==> src/rtl/lut_sweep_reader.sv <==
// lut_sweep_reader: walks every input code of one neuron LUT, packs the
// sampled outputs LSB-first into WORD_W-bit words and streams them out over
// valid/ready, while keeping a ones-count signature of the truth table.
module lut_sweep_reader #(
  parameter int IN_BITS  = 8,
  parameter int OUT_BITS = 1,
  parameter int WORD_W   = 32,
  parameter int LUT_LAT  = 0
) (
  input  logic                              clk,
  input  logic                              rst_n,
  input  logic                              start,
  output logic                              busy,
  output logic                              done,
  output logic [IN_BITS-1:0]                lut_addr,
  input  logic [OUT_BITS-1:0]               lut_data,
  output logic [WORD_W-1:0]                 m_tdata,
  output logic                              m_tvalid,
  input  logic                              m_tready,
  output logic                              m_tlast,
  output logic [IN_BITS+$clog2(OUT_BITS):0] ones_cnt
);

  localparam int EPW    = WORD_W / OUT_BITS;
  localparam int SW     = (EPW > 1) ? $clog2(EPW) : 1;
  localparam int ONES_W = IN_BITS + $clog2(OUT_BITS) + 1;
  localparam logic [1:0] LAT = 2'(LUT_LAT);

  typedef enum logic [1:0] {S_IDLE, S_SAMPLE, S_DRAIN, S_DONE} state_e;

  state_e              state_q, state_d;
  logic [IN_BITS-1:0]  addr_q;
  logic [1:0]          wait_q;
  logic [SW-1:0]       slot_q;     // entry position inside the word being packed
  logic [WORD_W-1:0]   pack_q;
  logic [ONES_W-1:0]   ones_q;
  logic [WORD_W-1:0]   tdata_q;
  logic                tvalid_q;
  logic                tlast_q;

  logic                wait_done, last_addr, word_end, hs, capture;
  logic [WORD_W-1:0]   pack_nx;
  logic [ONES_W-1:0]   pop;

  // Capture/stall decode: a word-completing capture must not overwrite an
  // output word that downstream has not yet taken.
  always_comb begin
    wait_done = (wait_q == 2'd0);
    last_addr = (addr_q == {IN_BITS{1'b1}});
    word_end  = (slot_q == SW'(EPW - 1)) || last_addr;
    hs        = tvalid_q & m_tready;
    capture   = (state_q == S_SAMPLE) && wait_done &&
                !(word_end && tvalid_q && !m_tready);
  end

  // Insert the current LUT sample into the pack word and count its ones.
  always_comb begin
    pack_nx = pack_q;
    pack_nx[slot_q*OUT_BITS +: OUT_BITS] = lut_data;
    pop = '0;
    for (int i = 0; i < OUT_BITS; i++) pop = pop + ONES_W'(lut_data[i]);
  end

  // State register.
  always_ff @(posedge clk or negedge rst_n) begin
    if (!rst_n) state_q <= S_IDLE;
    else        state_q <= state_d;
  end

  // Next-state logic.
  always_comb begin
    state_d = state_q;
    case (state_q)
      S_IDLE:   if (start) state_d = S_SAMPLE;
      S_SAMPLE: if (capture && last_addr) state_d = S_DRAIN;
      S_DRAIN:  if (hs) state_d = S_DONE;
      S_DONE:   state_d = S_IDLE;
      default:  state_d = S_IDLE;
    endcase
  end

  // State-decoded outputs.
  always_comb begin
    busy = (state_q == S_SAMPLE) || (state_q == S_DRAIN);
    done = (state_q == S_DONE);
  end

  // Sweep datapath: address walk, latency wait, packing and signature.
  always_ff @(posedge clk or negedge rst_n) begin
    if (!rst_n) begin
      addr_q <= '0;
      wait_q <= 2'd0;
      slot_q <= '0;
      pack_q <= '0;
      ones_q <= '0;
    end else begin
      case (state_q)
        S_IDLE: if (start) begin
          addr_q <= '0;
          wait_q <= LAT;
          slot_q <= '0;
          pack_q <= '0;
          ones_q <= '0;
        end
        S_SAMPLE: begin
          if (!wait_done) begin
            wait_q <= wait_q - 2'd1;
          end else if (capture) begin
            ones_q <= ones_q + pop;
            if (word_end) begin
              pack_q <= '0;
              slot_q <= '0;
            end else begin
              pack_q <= pack_nx;
              slot_q <= slot_q + SW'(1);
            end
            if (!last_addr) begin
              addr_q <= addr_q + IN_BITS'(1);
              wait_q <= LAT;
            end
          end
        end
        S_DONE:  addr_q <= '0;
        default: ;
      endcase
    end
  end

  // Output register: loads on a word-completing capture, clears only on a
  // handshake, so data stays stable under backpressure.
  always_ff @(posedge clk or negedge rst_n) begin
    if (!rst_n) begin
      tdata_q  <= '0;
      tvalid_q <= 1'b0;
      tlast_q  <= 1'b0;
    end else if (capture && word_end) begin
      tdata_q  <= pack_nx;
      tvalid_q <= 1'b1;
      tlast_q  <= last_addr;
    end else if (hs) begin
      tvalid_q <= 1'b0;
      tlast_q  <= 1'b0;
    end
  end

  assign lut_addr = addr_q;
  assign m_tdata  = tdata_q;
  assign m_tvalid = tvalid_q;
  assign m_tlast  = tlast_q;
  assign ones_cnt = ones_q;

endmodule

==> config.mk <==
export PLATFORM = sky130hd
export DESIGN_NAME = lut_sweep_reader
export DESIGN_NICKNAME = d
export VERILOG_FILES = /design/src/rtl/lut_sweep_reader.sv
export SDC_FILE = /design/constraint.sdc
export NUM_CORES = 1
export LEC_CHECK = 0
export ABC_AREA = 1
export BUFFER_PORTS_ARGS = -buffer_cell sky130_fd_sc_hd__buf_2
export CORE_MARGIN = 5
export CORE_UTILIZATION = 39
export CTS_CLUSTER_SIZE = 25
export DETAILED_ROUTE_END_ITERATION = 8
export RECOVER_POWER = 25
export SLEW_MARGIN = 0
export SYNTH_ARGS = -nofsm -noshare
export SYNTH_HDL_FRONTEND = slang
export SYNTH_SLANG_ARGS = --single-unit
export TNS_END_PERCENT = 20
==> constraint.sdc <==
create_clock -name clk -period 2.7 [get_ports clk]
set_input_delay 0.81 -clock clk [delete_from_list [all_inputs] [get_ports clk]]
set_output_delay 0.81 -clock clk [all_outputs]
set_load 0.05 [all_outputs]
## After elaboration in Yosys (flattened, before gate mapping)

Cells that the tools add are included.

- Add/sub/neg operators: 5
- Equality and inequality tests: 13
- Shift operators: 2
- Multiplexer cells: 32
- Bitwise operators: 1
- Reduce and logical (&&, ||, !) cells: 19

Operator list:

| cell | number |
|---|---|
| 32-bit 2-to-1 mux | 4 |
| 32-bit case mux with 2 select lines | 1 |
| 5-bit negator with 34-bit output | 1 |
| 1-bit by 34-bit variable shift with 32-bit output (first input constant) | 1 |
| 1-bit by 34-bit variable part select with 32-bit output | 1 |
| 32-bit bitwise mux | 1 |
| 8-bit 2-to-1 mux | 4 |
| 9-bit 2-to-1 mux | 3 |
| 8-bit case mux with 3 select lines | 1 |
| 5-bit 2-to-1 mux | 4 |
| 9-bit case mux with 2 select lines | 1 |
| 2-bit 2-to-1 mux | 7 |
| 2-bit inequality test (second input constant) | 6 |
| 5-bit case mux with 2 select lines | 1 |
| 9-bit by 1-bit adder with 9-bit output | 1 |
| 8-bit by 1-bit adder with 8-bit output (second input constant) | 1 |
| 8-bit == test (second input constant) | 1 |
| 2-bit case mux with 4 select lines | 1 |
| 4-bit AND reduction | 2 |
| 1-bit logical AND | 6 |
| 3-bit inequality test (second input constant) | 2 |
| 5-bit by 1-bit adder with 5-bit output (second input constant) | 1 |
| 5-bit == test (second input constant) | 1 |
| 5-bit AND reduction | 1 |
| other kinds (12) | 19 |

- Register bits after elaboration: 92
- Input bits: 5
- Output and inout bits: 53
- Logic and storage cells: 81

## Longest topological paths before layout

- Depth in word-level cells: 9
- Gate-level depth with buffers: 14
- Gate-level depth less buffers: 13

## Least setup slack after synthesis

OpenSTA, ideal clock, no wires.

- Path type: flip-flop to flip-flop
- From: register slot_q[0]
- To: register tdata_q[30], in the netlist m_tdata[30]
- Library setup time: 0.118 ns
- Arrival: 1.945 ns
- Required time: 2.582 ns
- Path slack: 0.638 ns
- Stages on the path, launching flop included: 15
- Buffers on the path: 3
- Clock period less this slack: 2.062 ns
- Cells stage by stage: dfrtp_1 -> buf_4 -> inv_2 -> ha_1 -> nand2_1 -> nor2_1 -> ha_1 -> clkbuf_1 -> inv_1 -> clkbuf_1 -> nand3_1 -> nand2_1 -> nand2_1 -> nand2_1 -> nand2_1

- Cells in the longest elaborated chain, start to end: 7
- Elaborated cells between the ends (all ways): 11
- Those cells by class: 1 x add/sub; 1 x eq/ne; 2 x shift; 1 x mux; 6 x reduce/logical

RTL lines:

| element | RTL line | RTL |
|---|---|---|
| start: declaration | 34 | `logic [SW-1:0] slot_q;` |
| start signal: assignment | 115 | `slot_q <= slot_q + SW'(1);` |
| parallel branches: the longest is 7 deep, another holds 5-bit negator with 34-bit output | -- |  |
| end signal: assignment | 137 | `tdata_q <= pack_nx;` |
| end: declaration | 37 | `logic [WORD_W-1:0] tdata_q;` |

Parallel ways; which one is timed is not known.
A chain may end at the register's enable or synchronous reset.

## Worst setup path in the final report

- From: register slot_q[0]
- To: register tdata_q[9], in the netlist m_tdata[9]

The elaborated chain is that of the path after synthesis.

==> summary.txt <==
STA
  – Final setup fails: 0
  – Final clock skew: 0.00582 ns
  – TNS Setup: 0 ns
  – Fmax: 417 MHz
  – Measured slew at the worst slew-check pin: 1.23 ns
  – Slew headroom: between 15 and 20%
  – RSZ-0062 raised after global routing: no
  – Min cycle time layout: 2.40 ns
  – Final slew viol count: 0
  – Final worst-path cycle share: a little under 90%
  – Final Hold Viols: 0

GRT
  – Pin count of the biggest net entering global routing: 74
  – Global route overflow: 0
  – Vias in the first global route: 4,267
  – First-pass GRT wire length: 20,700 µm
  – Antenna violations before repair: 0
  – GRT Util Overall: 17.2%

Clock network
  – Clock Tree Root: clkbuf_16
  – Clk slew on worst S/H paths: 0.06 ns
  – Clk_lat worst skew: 0.35 ns
  – Post-cts sizing count: 0
  – CTS tree: done
  – Post-CTS setup buffer count: 0
  – CTS Buffer Depth: 2
  – Hold buffer count at CTS: 0
  – Clk sinks: 92
  – Htree depth: 3
  – Cts bufs inserted: 9

Detailed routing
  – Drc violations: 0
  – Initial DRC count: 239
  – DRT antenna net count: 0
  – Vias: 4,419
  – 1st-pass router iterations: 4
  – Drt total wl: 12,100 µm
  – Vias per inst: 4.96
  – DR WL/cell: around 14 µm

Yosys
  – Syn Area/Cell: ~7.6 µm²
  – Complex-gate fraction of the synthesized area: 3.14%
  – Mapped Nets: roughly 680
  – Largest family of logic cells by synthesized area: simple AND/OR/NAND/NOR gates
  – EDFF count, synth: 0
  – Post-Synth Adder-Cell Area: under 10%
  – Synth Warn #: 0
  – Multiplexer share of the synthesized area: 0.199%
  – Synth Flop Type: dfrtp_1
  – Cell taking the most area after synthesis: dfrtp_1
  – Mapped Cells: 663
  – Post-Synth Simple-Gate Area: 38.4%
  – Synthesized area: 5020 µm²
  – Post-synth ARST share: between 90% and 100%
  – Yosys top cell area share: 45.8%
  – Synth Area in XOR/XNOR: 2.81%
  – Most frequent cell after synthesis: nand2_1
  – Flops & latches, synth: 92
  – Synth area leaders: dfrtp_1 (46%), nand2_1 (19%), nand3_1 (9.0%)
  – Synth top cells by count: nand2_1 (254), dfrtp_1 (92), nand3_1 (90)
  – Yosys cell types: 31
  – Sequential element share of the synthesized area: 45.8%

Final layout
  – Final Net Count: 730
  – Layout cells sized above 1: 14.7%
  – Finished Core Util: ~46%
  – Area Growth Syn to Fin: 15.8%
  – # diodes: 0

Critical path
  – Startpoint types: flip-flop
  – Crit path required time: 2.94 ns
  – Worst setup EP type: flip-flop
  – Slowest stage cell, crit path: dfrtp_1
  – Crit path arrival time: 2.63 ns
  – Crit Path Class: flip-flop to flip-flop
  – Critical Path, Cell by Cell: inv_2 > ha_1 > nand2_1 > nor2_1 > ha_1 > a21oi_2 > nand4_1 > nor2_4 > nand4_1 > nand3_1 > nand2_1
  – CP peak stage delay: about 0.56 ns
  – Worst-path maximum fanout: 11

Min path
  – HP Class: flip-flop to flip-flop

Flow run
  – Max Cap Viol: 0

Floorplanning
  – Die span in x: between 100 and 150 µm
  – Total I/O pin count: 58
  – Core area: 12,600 µm²
  – Die area: 15,300 µm²
  – Rows: 41
  – Die height: 124 µm
  – Initial Utilization: 39.8%

Power
  – Cell leakage power: 3.12 nW
  – Worst IR drop on VDD: 0.556 mV
  – Pwr/cell area: 913 nW/µm²

Placed design
  – PortBufs: 57
  – Routability cong.: 0.925
  – Hpwl dp: approximately 8300 µm

Status
  – Status: finished, final reports clean
## through the flow
step | total power, W | hold WS, ns | cells | setup slack [ns] | cell area [µm²]
after floorplan | 0.00341 | 0.449 | 663 | 0.638 | 5020
after global placement | 0.00394 | 0.458 | 875 | 0.400 | 5510
after detailed placement | 0.00398 | 0.460 | 875 | 0.328 | 5510
after CTS | 0.00537 | 0.337 | 891 | 0.313 | 5820
after global routing | 0.00568 | 0.498 | 891 | 0.0844 | 5820
final | 0.00532 | 0.475 | 891 | 0.303 | 5820
## area by class of cell
type | instances | area (µm²)
Tap cell | 172 | 215
Inverter | 57 | 216
Clock inverter | 4 | 72.6
Sequential cell | 92 | 2300
Multi-Input combinational cell | 486 | 2380
Timing Repair Buffer | 68 | 392
Fill cell | 1299 | 6800
Clock buffer | 12 | 246
## flip-flops by register name, summed over array words and instances (netlist names)
register and count:
m_tdata 32, m_tlast 1, pack_q 32, wait_q 2, state_q 2, slot_q 5, m_tvalid 1, lut_addr 8
ones_cnt 9
## worst max-delay path, delay by kind of cell, from the launching register on
kind	cells	cell delay, ns
and+or+nand+nor	7	0.96
DFF	1	0.56
adders and majority gates	2	0.46
AOI/OAI and AO/OA	1	0.19
buffers and inverters	1	0.11
## where the power goes
part / internal [W] / switching (W) / total (W) / leakage (nW)
Clock: 0.000835 / 0.000525 / 0.00136 / 0.153
Sequential: 0.00145 / 0.0000928 / 0.00155 / 1.28
Combinational: 0.000524 / 0.00189 / 0.00241 / 1.69
## kinds of logic after synthesis
kind of cell	after synthesis
compound gates	28
xor+xnor	14
fa+ha+maj	11
buf+inv	85
flops	92
mux	1
simple gates	432
## worst paths after layout
kind                              from           to  slack [ns]  cells after the start
setup / recovery             slot_q[0]   m_tdata[9]        0.30                     11
hold / removal             m_tdata[23]  m_tdata[23]        0.47                      2
setup reg to reg             slot_q[0]   m_tdata[9]        0.30                     11
hold reg to reg            m_tdata[23]  m_tdata[23]        0.47                      2
max in group asynchronous        rst_n  m_tdata[13]        1.02                      2
min in group asynchronous        rst_n  ones_cnt[8]        0.70                      1
## layer usage
layer	vias to the layer above	GRT usage, %	part of all wire [%]
met5	-	0	0
met4	0	8.37	2.2
met3	15	2.61	3.3
met2	69	27.1	47
met1	2086	23.0	47
li1	2249	-	-
## layout by cell type (no fill, tap or decap), drive strengths merged
| cell type | netlist | routed |
|---|---|---|
| clkbuf | 10 | 13 |
| dfrtp | 92 | 92 |
| nand2 | 257 | 257 |
| mux2i | 1 | 1 |
| o21ai | 16 | 16 |
| nand3 | 91 | 91 |
| clkinvlp | 0 | 1 |
| o2111ai | 1 | 1 |
| xnor2 | 3 | 3 |
| buf | 18 | 67 |
| a22oi | 1 | 1 |
| nor4 | 2 | 2 |
| nor3 | 4 | 4 |
| o31ai | 3 | 3 |
| clkinv | 1 | 2 |
| xor2 | 11 | 11 |
| ha | 11 | 11 |
| nand4 | 35 | 35 |
| inv | 56 | 56 |
| nor2 | 43 | 43 |
| a21oi | 7 | 7 |
| bufinv | 0 | 2 |
(Power assumes the default switching activity.)
